### config.mk
export PLATFORM = sky130hd
export DESIGN_NAME = trace_recorder
export DESIGN_NICKNAME = d
export VERILOG_FILES = /design/src/rtl/trace_recorder_pkg.sv /design/src/rtl/rec_fifo.sv /design/src/rtl/trace_recorder.sv
export SDC_FILE = /design/constraint.sdc
export NUM_CORES = 1
export LEC_CHECK = 0
export CAP_MARGIN = 20
export CORE_UTILIZATION = 60
export CTS_CLUSTER_SIZE = 25
export DETAILED_ROUTE_END_ITERATION = 7
export GPL_ROUTABILITY_DRIVEN = 0
export HOLD_SLACK_MARGIN = 0.05
export MAX_ROUTING_LAYER = met4
export PLACE_DENSITY = 0.78
export SLEW_MARGIN = 20
export SYNTH_ARGS = -nofsm -noshare
export SYNTH_HDL_FRONTEND = slang
export SYNTH_HIERARCHICAL = 1
export SYNTH_SLANG_ARGS = --single-unit
### constraint.sdc
create_clock -name clk -period 4.6 [get_ports clk]
set_clock_uncertainty 0.2 [all_clocks]
set_input_delay 0.69 -clock clk [delete_from_list [all_inputs] [get_ports clk]]
set_output_delay 0.69 -clock clk [all_outputs]
set_load 0.05 [all_outputs]
### src/rtl/trace_recorder_pkg.sv
// Shared types and default sizes for the run-length trace recorder.
package trace_recorder_pkg;

    localparam int OUT_LEN_DEF = 7;
    localparam int CNT_W_DEF   = 8;
    localparam int DEPTH_DEF   = 16;

    typedef enum logic {
        IDLE = 1'b0,
        RUN  = 1'b1
    } state_t;

    // The value sits in the MSBs so a packed record matches rec_data directly.
    typedef struct packed {
        logic [OUT_LEN_DEF-1:0] value;
        logic [CNT_W_DEF-1:0]   count;
    } rec_t;

endpackage

### src/rtl/rec_fifo.sv
// Synchronous record FIFO with occupancy count; the head word reads as zero when empty.
module rec_fifo #(
    parameter int W     = 15,
    parameter int DEPTH = 16
) (
    input  logic                     clk,
    input  logic                     rst,
    input  logic                     push,
    input  logic [W-1:0]             push_data,
    input  logic                     pop,
    output logic [W-1:0]             head,
    output logic                     full,
    output logic                     empty,
    output logic [$clog2(DEPTH):0]   level
);

    localparam int AW    = $clog2(DEPTH);
    localparam int LVL_W = AW + 1;

    logic [W-1:0]  mem [DEPTH];
    logic [AW-1:0] wr_ptr;
    logic [AW-1:0] rd_ptr;
    logic          do_push;
    logic          do_pop;

    assign empty   = (level == '0);
    assign full    = (level == LVL_W'(DEPTH));
    assign do_pop  = pop && !empty;
    // A full FIFO still accepts a record when the head leaves on the same edge.
    assign do_push = push && (!full || do_pop);
    assign head    = empty ? '0 : mem[rd_ptr];

    always_ff @(posedge clk) begin
        if (do_push) begin
            mem[wr_ptr] <= push_data;
        end
    end

    always_ff @(posedge clk or posedge rst) begin
        if (rst) begin
            wr_ptr <= '0;
            rd_ptr <= '0;
            level  <= '0;
        end else begin
            if (do_push) begin
                wr_ptr <= wr_ptr + 1'b1;
            end
            if (do_pop) begin
                rd_ptr <= rd_ptr + 1'b1;
            end
            level <= level + LVL_W'(do_push) - LVL_W'(do_pop);
        end
    end

endmodule

### src/rtl/trace_recorder.sv
// Run-length encodes sampled FSM output words into {value, count} records
// and buffers them in a FIFO for a valid/ready consumer.
module trace_recorder
    import trace_recorder_pkg::*;
#(
    parameter int OUT_LEN = OUT_LEN_DEF,
    parameter int CNT_W   = CNT_W_DEF,
    parameter int DEPTH   = DEPTH_DEF
) (
    input  logic                       clk,
    input  logic                       rst,
    input  logic                       sample_en,
    input  logic [OUT_LEN-1:0]         obs,
    input  logic                       flush,
    output logic                       rec_valid,
    input  logic                       rec_ready,
    output logic [OUT_LEN+CNT_W-1:0]   rec_data,
    output logic [$clog2(DEPTH):0]     level,
    output logic                       overflow
);

    localparam int REC_W = OUT_LEN + CNT_W;
    localparam logic [CNT_W-1:0] CNT_MAX = '1;

    state_t             state;
    logic [OUT_LEN-1:0] run_val;
    logic [CNT_W-1:0]   run_cnt;
    logic               flush_pend;
    logic               brk;
    logic               push;
    logic [REC_W-1:0]   push_data;
    logic               pop;
    logic               full;
    logic               empty;

    assign brk = (obs != run_val) || (run_cnt == CNT_MAX);
    assign pop = rec_valid && rec_ready;
    assign rec_valid = !empty;

    always_comb begin
        push      = 1'b0;
        push_data = {run_val, run_cnt};
        if (flush_pend) begin
            push = 1'b1;
        end else if (state == RUN && sample_en) begin
            if (brk) begin
                push = 1'b1;
            end else if (flush) begin
                push      = 1'b1;
                push_data = {run_val, run_cnt + 1'b1};
            end
        end else if (state == RUN && flush) begin
            push = 1'b1;
        end else if (state == IDLE && sample_en && flush) begin
            // The sample opens a one-long run that the flush closes at once.
            push      = 1'b1;
            push_data = {obs, CNT_W'(1)};
        end
    end

    always_ff @(posedge clk or posedge rst) begin
        if (rst) begin
            state      <= IDLE;
            run_val    <= '0;
            run_cnt    <= '0;
            flush_pend <= 1'b0;
            overflow   <= 1'b0;
        end else begin
            if (push && full && !pop) begin
                overflow <= 1'b1;
            end
            if (flush_pend) begin
                // Second half of a flush that coincided with a run break.
                state      <= IDLE;
                flush_pend <= 1'b0;
            end else if (sample_en) begin
                if (state == IDLE) begin
                    if (!flush) begin
                        state   <= RUN;
                        run_val <= obs;
                        run_cnt <= CNT_W'(1);
                    end
                end else if (brk) begin
                    run_val <= obs;
                    run_cnt <= CNT_W'(1);
                    if (flush) begin
                        flush_pend <= 1'b1;
                    end
                end else if (flush) begin
                    state <= IDLE;
                end else begin
                    run_cnt <= run_cnt + 1'b1;
                end
            end else if (flush && state == RUN) begin
                state <= IDLE;
            end
        end
    end

    rec_fifo #(
        .W     (REC_W),
        .DEPTH (DEPTH)
    ) u_fifo (
        .clk       (clk),
        .rst       (rst),
        .push      (push),
        .push_data (push_data),
        .pop       (pop),
        .head      (rec_data),
        .full      (full),
        .empty     (empty),
        .level     (level)
    );

endmodule

# Yosys cells after proc, flatten, opt, wreduce, memory -nomap -nowiden
# Memory sizes are Yosys's and may differ from the RTL's.
# Cells that the tools add are included.
dict set report classes {
  add_sub_neg 5
  n_eq_ne 6
  n_mux 32
  bitwise 2
  reduce_logical 18
}
# operator count
set ops {}
lappend ops {{2-to-1 mux 15 bit} 5}
lappend ops {{2-to-1 mux 8 bit} 6}
lappend ops {{2-to-1 mux 7 bit} 3}
lappend ops {{2-to-1 mux 1 bit} 18}
lappend ops {{logical AND 1 bit} 9}
lappend ops {{adder 4 x 1 -> 4 bit (second input constant)} 2}
lappend ops {{adder 8 x 1 -> 8 bit (second input constant)} 1}
lappend ops {{== test 8 bit (second input constant)} 1}
lappend ops {{AND reduction 4 bit} 2}
lappend ops {{inequality test 7 bit} 1}
lappend ops {{inequality test 2 x 1 -> 1 bit (second input constant)} 3}
lappend ops {{adder 5 x 1 -> 5 bit} 1}
lappend ops {{== test 5 bit (second input constant)} 1}
lappend ops {{zero test 5 bit} 1}
lappend ops {{subtractor 5 x 1 -> 5 bit} 1}
lappend ops {{zero test 1 bit} 3}
lappend ops {{nonzero test 3 bit} 1}
lappend ops {{logical OR 1 bit} 2}
lappend ops {{NOT 1 bit} 2}
dict set report totals {
  regBits 31
  ramBits 240
  inputBits 12
  word_cells 72
  n_memories 1
}
# name depth word_bits read_ports rd_ports_with_merged_regs write_ports line_no
set mem_list {}
lappend mem_list {u_fifo.mem 16 15 1 0 1 rec_fifo.sv:20} ;# logic [W-1:0] mem [DEPTH];

# Depth between registers and ports, before layout
# Gate-level depths: netlist (run 1).
dict set report depth {
  depth_word 10
  mapped_depth 18
}

# Modules after synthesis
# Netlist (run 1), hierarchy kept.
# mod instances cells_each area_each_um2 seq_area_each_um2
set modules_own_cells {}
lappend modules_own_cells {rec_fifo 1 469 9997.1 7532.2}
lappend modules_own_cells {trace_recorder 1 146 1347.5 450.4}

# Least setup slack after synthesis (run 1)
# OpenSTA, ideal clock, no wires.
dict set report synth_path {
  path_type {flip-flop to flip-flop}
  start {register u_fifo.level[2]}
  end {memory u_fifo.mem[3][0], enable pin}
  setup_ns 0.406
  arrival_time_ns 3.350
  slack_ns 0.644
  path_stages_with_launch 12
  path_buffers 2
  period_less_slack_ns 3.956
  cell_sequence {dfrtp_1 -> inv_1 -> ha_1 -> or4b_1 -> buf_2 -> buf_1 -> inv_1 -> nor2b_1 -> inv_1 -> a21boi_2 -> nand2_1 -> nor3_1}
}
dict set report synth_via {
  elab_chain_len 8
  elab_cells_between_ends 10
  cone_classes {eq/ne (1); mux (2); reduce/logical (7)}
}
# item line_no
set synth_rtl {}
lappend synth_rtl {{from (decl)} rec_fifo.sv:14} ;# output logic [$clog2(DEPTH):0] level
lappend synth_rtl {{from (signal assigned)} rec_fifo.sv:51} ;# level <= level + LVL_W'(do_push) - LVL_W'(do_pop);
lappend synth_rtl {{zero test 5 bit} rec_fifo.sv:26} ;# assign empty = (level == '0);
lappend synth_rtl {{net empty} trace_recorder.sv:34} ;# logic empty;
lappend synth_rtl {{zero test 1 bit} trace_recorder.sv:38} ;# assign rec_valid = !empty;
lappend synth_rtl {{logical AND 1 bit} trace_recorder.sv:37} ;# assign pop = rec_valid && rec_ready;
lappend synth_rtl {{net pop} trace_recorder.sv:32} ;# logic pop;
lappend synth_rtl {{logical AND 1 bit} rec_fifo.sv:28} ;# assign do_pop = pop && !empty;
lappend synth_rtl {{logical OR 1 bit} rec_fifo.sv:30} ;# assign do_push = push && (!full || do_pop);
lappend synth_rtl {{logical AND 1 bit} rec_fifo.sv:30}
lappend synth_rtl {{2-to-1 mux 1 bit} rec_fifo.sv:34} ;# if (do_push) begin
lappend synth_rtl {{2-to-1 mux 1 bit (not written as such)} rec_fifo.sv:35} ;# mem[wr_ptr] <= push_data;
lappend synth_rtl {{to (decl)} rec_fifo.sv:20}
# The timed path passes the listed nets, and every way through them passes these cells.

# Final worst setup path (run 1)
dict set report layout_path {
  start {register u_fifo.rd_ptr[0]}
  end {output port rec_data[4]}
}
dict set report layout_via {
  elab_chain_len 2
}
# item line_no
set layout_rtl {}
lappend layout_rtl {{from (decl)} rec_fifo.sv:22} ;# logic [AW-1:0] rd_ptr;
lappend layout_rtl {{from (signal assigned)} rec_fifo.sv:49} ;# rd_ptr <= rd_ptr + 1'b1;
lappend layout_rtl {{memory (16 x 15 bit)} --}
lappend layout_rtl {{2-to-1 mux 15 bit} rec_fifo.sv:31} ;# assign head = empty ? '0 : mem[rd_ptr];
lappend layout_rtl {{to (decl)} trace_recorder.sv:17} ;# output logic [OUT_LEN+CNT_W-1:0] rec_data,
# No other way between the ends.

==> results of run 1 <==
## state kept, by name, indices dropped and copies added (netlist names)
register and count:
u_fifo/rd_ptr 4, run_val 7, overflow 1, u_fifo/wr_ptr 4
u_fifo/level 5, u_fifo/mem 240, run_cnt 8, state 1
flush_pend 1
## worst reg2reg max path: cells and delay by family (launching register included)
kind	cells	cell delay [ns]
flip-flops	1	0.47
adder cells (fa/ha/maj)	4	1.17
buffers and inverters	2	0.13
XOR/XNOR	1	0.14
AND/OR/NAND/NOR	6	1.17
AO/OA/AOI/OAI	3	0.66
## cells in the mapped netlist (5+ instances only)
master / number
a22o_1: 5
clkbuf_1: 8
ha_1: 12
nor3_1: 5
a21oi_1: 22
edfxtp_1: 240
nand2_1: 15
mux2_2: 29
buf_2: 10
xnor2_1: 15
mux4_2: 60
nand3_1: 7
mux2i_1: 17
o21ai_1: 16
nand4_1: 6
dfrtp_1: 31
buf_6: 5
nor2_1: 20
o21ai_0: 6
inv_1: 22
## report_power, final
group | internal, mW | switching [mW]
clock network | 1.24 | 0.871
registers | 3.03 | 0.266
logic | 1.27 | 1.72
## through the flow
step                instances  total power, mW  worst slack [ns]  instance area (um^2)
finish                    931             8.39             0.415                 13000
detailed placement        880             6.33             0.285                 12100
global route              931             8.72             0.271                 13000
global placement          880             6.24             0.443                 12100
floorplan                 615             5.42             0.644                 11300
CTS                       931             8.45             0.377                 13000
## cell families after synthesis
group                      Yosys count
buffers and inverters               53
adders and majority gates           13
muxes                              107
AOI/OAI and AO/OA                   75
and+or+nand+nor                     78
DFF                                271
xor gates and xnor gates            18
## final timing paths
kind / startpoint / end / depth (start not counted) / slack (ns)
setup / recovery: u_fifo/rd_ptr[0]$_DFFE_PP0P_ / rec_data[4] / 6 / 0.42
min in group asynchronous: rst / u_fifo/level[3]$_DFF_PP0_ / 2 / 0.34
hold reg to reg: overflow$_DFFE_PP0P_ / overflow$_DFFE_PP0P_ / 2 / 0.28
hold / removal: overflow$_DFFE_PP0P_ / overflow$_DFFE_PP0P_ / 2 / 0.28
setup reg to reg: run_cnt[0]$_DFFE_PP0P_ / u_fifo/level[4]$_DFF_PP0_ / 16 / 0.60
max in group asynchronous: rst / run_val[4]$_DFFE_PP0P_ / 2 / 3.33
## per-layer routing
metal  track usage  vias up  share of wire
li1              -     2595              -
met1         0.347     3108           0.41
met2         0.410      288           0.50
met3        0.0320       60          0.060
met4        0.0801        0          0.030
met5             -        -              0
## final cells by class
cell class              count  area [um^2]  share of cell area
clock buffers              40          787              0.0607
flip-flops and latches    271         7990               0.617
repair buffers             67          611              0.0471
well taps                 229          287              0.0221
clock inverters            11         78.8             0.00608
multi-input cells         291         3120               0.241
inverters                  22         82.6             0.00637
==> impl_summary.txt, run 1 <==
----------------------------------------------------
[Run status]
  Status ... complete, no violations

[Routing]
  Remaining antenna violation count after routing ... 0
  Initial DRT Pass Iterations ... 5
  Via-to-Cell Ratio ... 6.50
  Post-Route WL ... 23.1 mm
  Drc violations ... 0
  Via count ... 6051
  Wirelength per Cell ... 24.9 um
  DRC violation total after the first TritonRoute iteration ... 519

[Yosys]
  Number of nets produced by synthesis ... 640
  Dominant register cell in the synthesized netlist ... edfxtp_1
  Number of warning messages in the yosys log ... 6
  Instance count of the mapped netlist ... 615
  Top cell type by total area after synthesis ... edfxtp_1
  Fraction of post-synthesis cell area in the top cell type by area ... 0.635
  Ys async rst share ... 0.114
  Synth Cell Area ... 0.0113 mm^2
  Count of different cell masters after synthesis ... 56
  Share of the synthesized area in compound gates (AO/OA/AOI/OAI) ... 0.0427
  Mean Syn Cell Area ... 18.4 um^2
  Top cells by area in the synthesized netlist ... edfxtp_1 (64%), mux4_2 (12%), dfrtp_1 (6.8%), mux2_2 (2.9%), mux2i_1 (1.5%)
  Post-synth EDFFs ... 240
  Fraction of synthesized cell area in xor and xnor cells ... 0.0139
  Post-synthesis share of cell area spent on full adders, half adders and majority gates ... 0.0150
  Post-synthesis mux area share ... 0.164
  Main combinational cell family by area after synthesis ... multiplexers
  FF+latch count, synth ... 271
  Simple-gate share of the synthesized area ... 0.0372
  Sequential share of the synthesized area ... 0.704

[Layout]
  Most frequent cells in the layout ... edfxtp_1 (240), mux4_2 (60), clkdlybuf4s50_1 (33)
  Most common cell after layout, fill and taps aside ... edfxtp_1
  Diode insertion count for antenna repair ... 0
  Share of cells above drive strength 1 ... 0.255
  Net count reported at finish ... 706
  Final cell utilization of the core ... 0.709
  Number of filler cells placed in the layout ... 1104
  Post-synthesis to final-layout area growth ... 14.2%

[Place]
  Port buffer count ... 33
  Post-detail-place hpwl ... 14.7 mm

[Critical path]
  Highest fanout seen on the critical path ... 15
  Startpoint type of the worst setup path ... flop
  Critical Path Max Stage Delay ... 0.78 ns
  Worst EP required ... 3.71 ns
  Critical path start-end classification ... flop to output port
  Kind of end point of the critical path ... output port
  Data arrival at the endpoint of the critical path ... 3.29 ns
  Worst path bufs/invs ... 2
  Family with the most delay on the worst path ... buffers and inverters
  Cells traversed along the worst timing path ... buf_4 -> mux4_2 -> mux2_2 -> o21ai_1 -> a21oi_1 -> clkdlybuf4s50_1
  Worst-path cell with the longest stage delay ... clkdlybuf4s50_1

[Clock network]
  Post-CTS clock slew at the launch and capture registers of the worst setup and hold paths ... 0.06 ns
  H-tree depth ... 1
  TritonCTS buffer count ... 28
  Clock latency of the later-clocked register in the worst-skew pair ... 0.52 ns
  CTS tree ... built
  Cell at the root of the clock tree ... clkbuf_16
  Post-CTS setup buffer count ... 0
  Sinks on the clock net ... 271
  Max Root-Sink Buffers ... 3
  Cells resized by post-CTS repair ... 0
  Cts hold-fix bufs ... 0

[Worst hold path]
  Type of the most critical hold path ... flop to flop

[GRT]
  Global-route wire length before repair ... 35.9 mm
  Initial antenna violation count ... 0
  Largest net degree at the start of global routing ... 29
  Vias in the first global route ... 6216
  Overflow after GRT ... 0
  Global-route total usage across every layer ... 0.256

[STA]
  # setup viols final ... 0
  Period utilisation layout ... 0.910
  Final period demand of the worst path ... 4.18 ns
  Hold violation total from the final report ... 0
  Final TNS setup ... 0 ns
  Upper clock frequency limit ... 239 MHz
  Max-slew violation count ... 0
  Hold Slack ... 0.281 ns
  Worst slew pin tran ... 0.939 ns
  Normalized max-slew margin ... 0.372
  Unrepaired setup endpoints after global routing ... false

[Power and ir drop]
  Leakage power figure ... 4.42 nW
  Maximum VDD drop ... 416 uV
  Power per cell area ... 648 mW/mm^2

[Floorplanning]
  Initial core utilization ... 0.621
  Die extent in x ... 140 um
  Number of placed I/O pins ... 34
  Die footprint ... 0.0195 mm^2
  FP Rows ... 49
  Core Box Area ... 0.0183 mm^2
  Die H ... 140 um

[Flow run]
  Max-cap violations ... 0

----------------------------------------------------
(Power assumes the default switching activity.)
==> run 2: changes to the inputs <==
--- a/config.mk
+++ b/config.mk
@@ -12,7 +12,7 @@
 export GPL_ROUTABILITY_DRIVEN = 0
 export HOLD_SLACK_MARGIN = 0.05
 export MAX_ROUTING_LAYER = met4
-export PLACE_DENSITY = 0.78
+export PLACE_DENSITY_LB_ADDON = 0.25
 export SLEW_MARGIN = 20
 export SYNTH_ARGS = -nofsm -noshare
 export SYNTH_HDL_FRONTEND = slang
==> run 2 against run 1 <==
Die area unchanged; cell count decreased by 0.75%; wire length decreased by 3.4%; worst hold slack improved by 0.020 ns; flip-flop and latch count unchanged.
==> impl_summary.txt, run 2 (synthesis results as in run 1) <==
----------------------------------------------------
[Clock network]
  Max Root-Sink Buffers ... 3
  Clock latency of the later-clocked register in the worst-skew pair ... 0.52 ns
  Post-CTS setup buffer count ... 0
  Post-CTS clock slew at the launch and capture registers of the worst setup and hold paths ... 0.06 ns
  Cts hold-fix bufs ... 0
  Sinks on the clock net ... 271
  TritonCTS buffer count ... 26
  Cells resized by post-CTS repair ... 0
  H-tree depth ... 1
  CTS tree ... built
  Cell at the root of the clock tree ... clkbuf_16

[Routing]
  Drc violations ... 0
  Via-to-Cell Ratio ... 6.34
  Remaining antenna violation count after routing ... 0
  Post-Route WL ... 22.4 mm
  Wirelength per Cell ... 24.2 um
  Initial DRT Pass Iterations ... 4
  Via count ... 5854
  DRC violation total after the first TritonRoute iteration ... 574

[STA]
  Hold Slack ... 0.301 ns
  Worst slew pin tran ... 0.836 ns
  Normalized max-slew margin ... 0.437
  Final period demand of the worst path ... 4.16 ns
  Upper clock frequency limit ... 240 MHz
  Final TNS setup ... 0 ns
  Max-slew violation count ... 0
  Unrepaired setup endpoints after global routing ... false
  Final setup slack of the worst path ... 0.435 ns
  Hold violation total from the final report ... 0
  Period utilisation layout ... 0.905
  # setup viols final ... 0

[Critical path]
  Cell repeated most along the worst path ... buf_12
  End of the worst register-to-register path ... u_fifo/level[4]$_DFF_PP0_
  Worst R2R Path Depth ... 16
  Data arrival at the endpoint of the critical path ... 3.27 ns
  Critical Path Max Stage Delay ... 0.71 ns
  Launch point of the worst reg-to-reg path ... run_cnt[0]$_DFFE_PP0P_
  Worst-path cell with the longest stage delay ... clkdlybuf4s50_1
  R2r setup slk ... 0.65 ns
  Startpoint type of the worst setup path ... flop
  Family with the most delay on the worst path ... buffers and inverters
  Critical path start-end classification ... flop to output port
  Highest fanout seen on the critical path ... 27
  Kind of end point of the critical path ... output port
  Worst path bufs/invs ... 3
  Cells traversed along the worst timing path ... buf_12 -> buf_12 -> mux4_2 -> mux2i_1 -> a21oi_1 -> clkdlybuf4s50_1
  Worst EP required ... 3.71 ns

[Power and ir drop]
  Reported net switching power ... 2.79 mW
  Sequential fraction of design power ... 0.399
  Leakage power figure ... 4.41 nW
  Maximum VDD drop ... 408 uV
  Clock Power Share ... 0.250
  Power per cell area ... 644 mW/mm^2
  Overall power ... 8.32 mW
  Switching share of power ... 0.335
  Cell internal power dissipation ... 5.53 mW
  Part of the power in combinational logic ... 0.350

[Floorplanning]
  FP Rows ... 49
  Die H ... 140 um
  Number of placed I/O pins ... 34
  Die extent in x ... 140 um
  Die footprint ... 0.0195 mm^2
  Core Box Area ... 0.0183 mm^2
  Initial core utilization ... 0.621

[GRT]
  Global-route track usage on met3 ... 0.0317
  Overflow after GRT ... 0
  Vias in the first global route ... 6083
  Largest net degree at the start of global routing ... 28
  Global-route total usage across every layer ... 0.249
  Global-route track usage on met2 ... 0.402
  Initial antenna violation count ... 0
  GRT Max-Usage Layer ... met2
  Global-route wire length before repair ... 35.0 mm
  Routing usage on met1 ... 0.341

[Layout]
  Diode insertion count for antenna repair ... 0
  Final cell utilization of the core ... 0.708
  Number of filler cells placed in the layout ... 1121
  Net count reported at finish ... 703
  Share of cells above drive strength 1 ... 0.255
  Most common cell after layout, fill and taps aside ... edfxtp_1
  Top register by number of flip-flops ... u_fifo/mem
  Registers with the most flip-flops ... u_fifo/mem x240, run_cnt x8, run_val x7
  Most frequent cells in the layout ... edfxtp_1 (240), mux4_2 (60), clkdlybuf4s50_1 (33)
  Max FFs per register ... 240
  Post-synthesis to final-layout area growth ... 14.0%

[Place]
  Worst slack after detailed placement ... 0.322 ns
  Post-detail-place hpwl ... 14.0 mm
  Port buffer count ... 33

[Worst hold path]
  Worst hold path cell count ... 2
  Type of the most critical hold path ... flop to flop
  Start point of the worst hold path ... overflow$_DFFE_PP0P_
  Hold Crit Endpoint ... overflow$_DFFE_PP0P_

[Run status]
  Status ... complete, no violations

[Flow run]
  Max-cap violations ... 0

----------------------------------------------------
-- run 2: cell types whose count changed in the layout (fill, tap and decap cells not counted), sizes merged --
cell | before | now
clkbuf | 40 | 31
bufinv | 1 | 3
clkinv | 8 | 9
buf | 34 | 33
-- run 2: layer usage --
layer / up-vias / wire, um
li1: 2582 / -
met1: 3002 / 9450
met2: 235 / 11100
met3: 35 / 1380
met4: 0 / 407
met5: - / 0
-- run 2: per-stage QoR --
stage	std cells	instance area [um^2]
floorplan	615	11300
global placement	878	12100
detailed placement	878	12100
CTS	923	12900
global route	924	12900
finish	924	12900
-- run 2: power by group through the flow --
stage               clock, mW  sequential (mW)  combinational, mW
CTS                      2.11             3.33               2.95
finish                   2.08             3.32               2.92
global route             2.20             3.36               3.09
floorplan                   0             3.23               2.18
global placement            0             3.36               2.88
detailed placement          0             3.38               2.92
-- run 2: worst max path at each step --
| stage | slack, ns | from | to | cells after the start |
|---|---|---|---|---|
| 3_3_place_gp | 0.44 | obs[1] | u_fifo/level[4]$_DFF_PP0_ | 16 |
| 6_report | 0.44 | u_fifo/rd_ptr[0]$_DFFE_PP0P_ | rec_data[10] | 6 |
| 4_1_cts | 0.39 | u_fifo/rd_ptr[0]$_DFFE_PP0P_ | rec_data[14] | 6 |
| 5_1_grt | 0.30 | u_fifo/rd_ptr[0]$_DFFE_PP0P_ | rec_data[10] | 6 |
| 2_1_floorplan | 0.64 | u_fifo/level[2]$_DFF_PP0_ | u_fifo/mem[3][0]$_DFFE_PP_ | 11 |
| 3_5_place_dp | 0.32 | obs[4] | u_fifo/level[4]$_DFF_PP0_ | 16 |
-- run 2: tightest hold or removal path, delay by kind of cell, from the launching register on --
family / cells / cell delay [ns]
DFF: 1 / 0.37
buffers and inverters: 1 / 0.05
AOI/OAI and AO/OA: 1 / 0.05
-- run 2: cell type report --
type	instances	area, um^2	area share
inverter	22	82.6	0.00639
sequential	271	7990	0.618
timing repair buffer	66	616	0.0476
clock buffer	31	691	0.0534
multi-input combinational	291	3120	0.241
tap	229	287	0.0222
clock inverter	14	149	0.0115
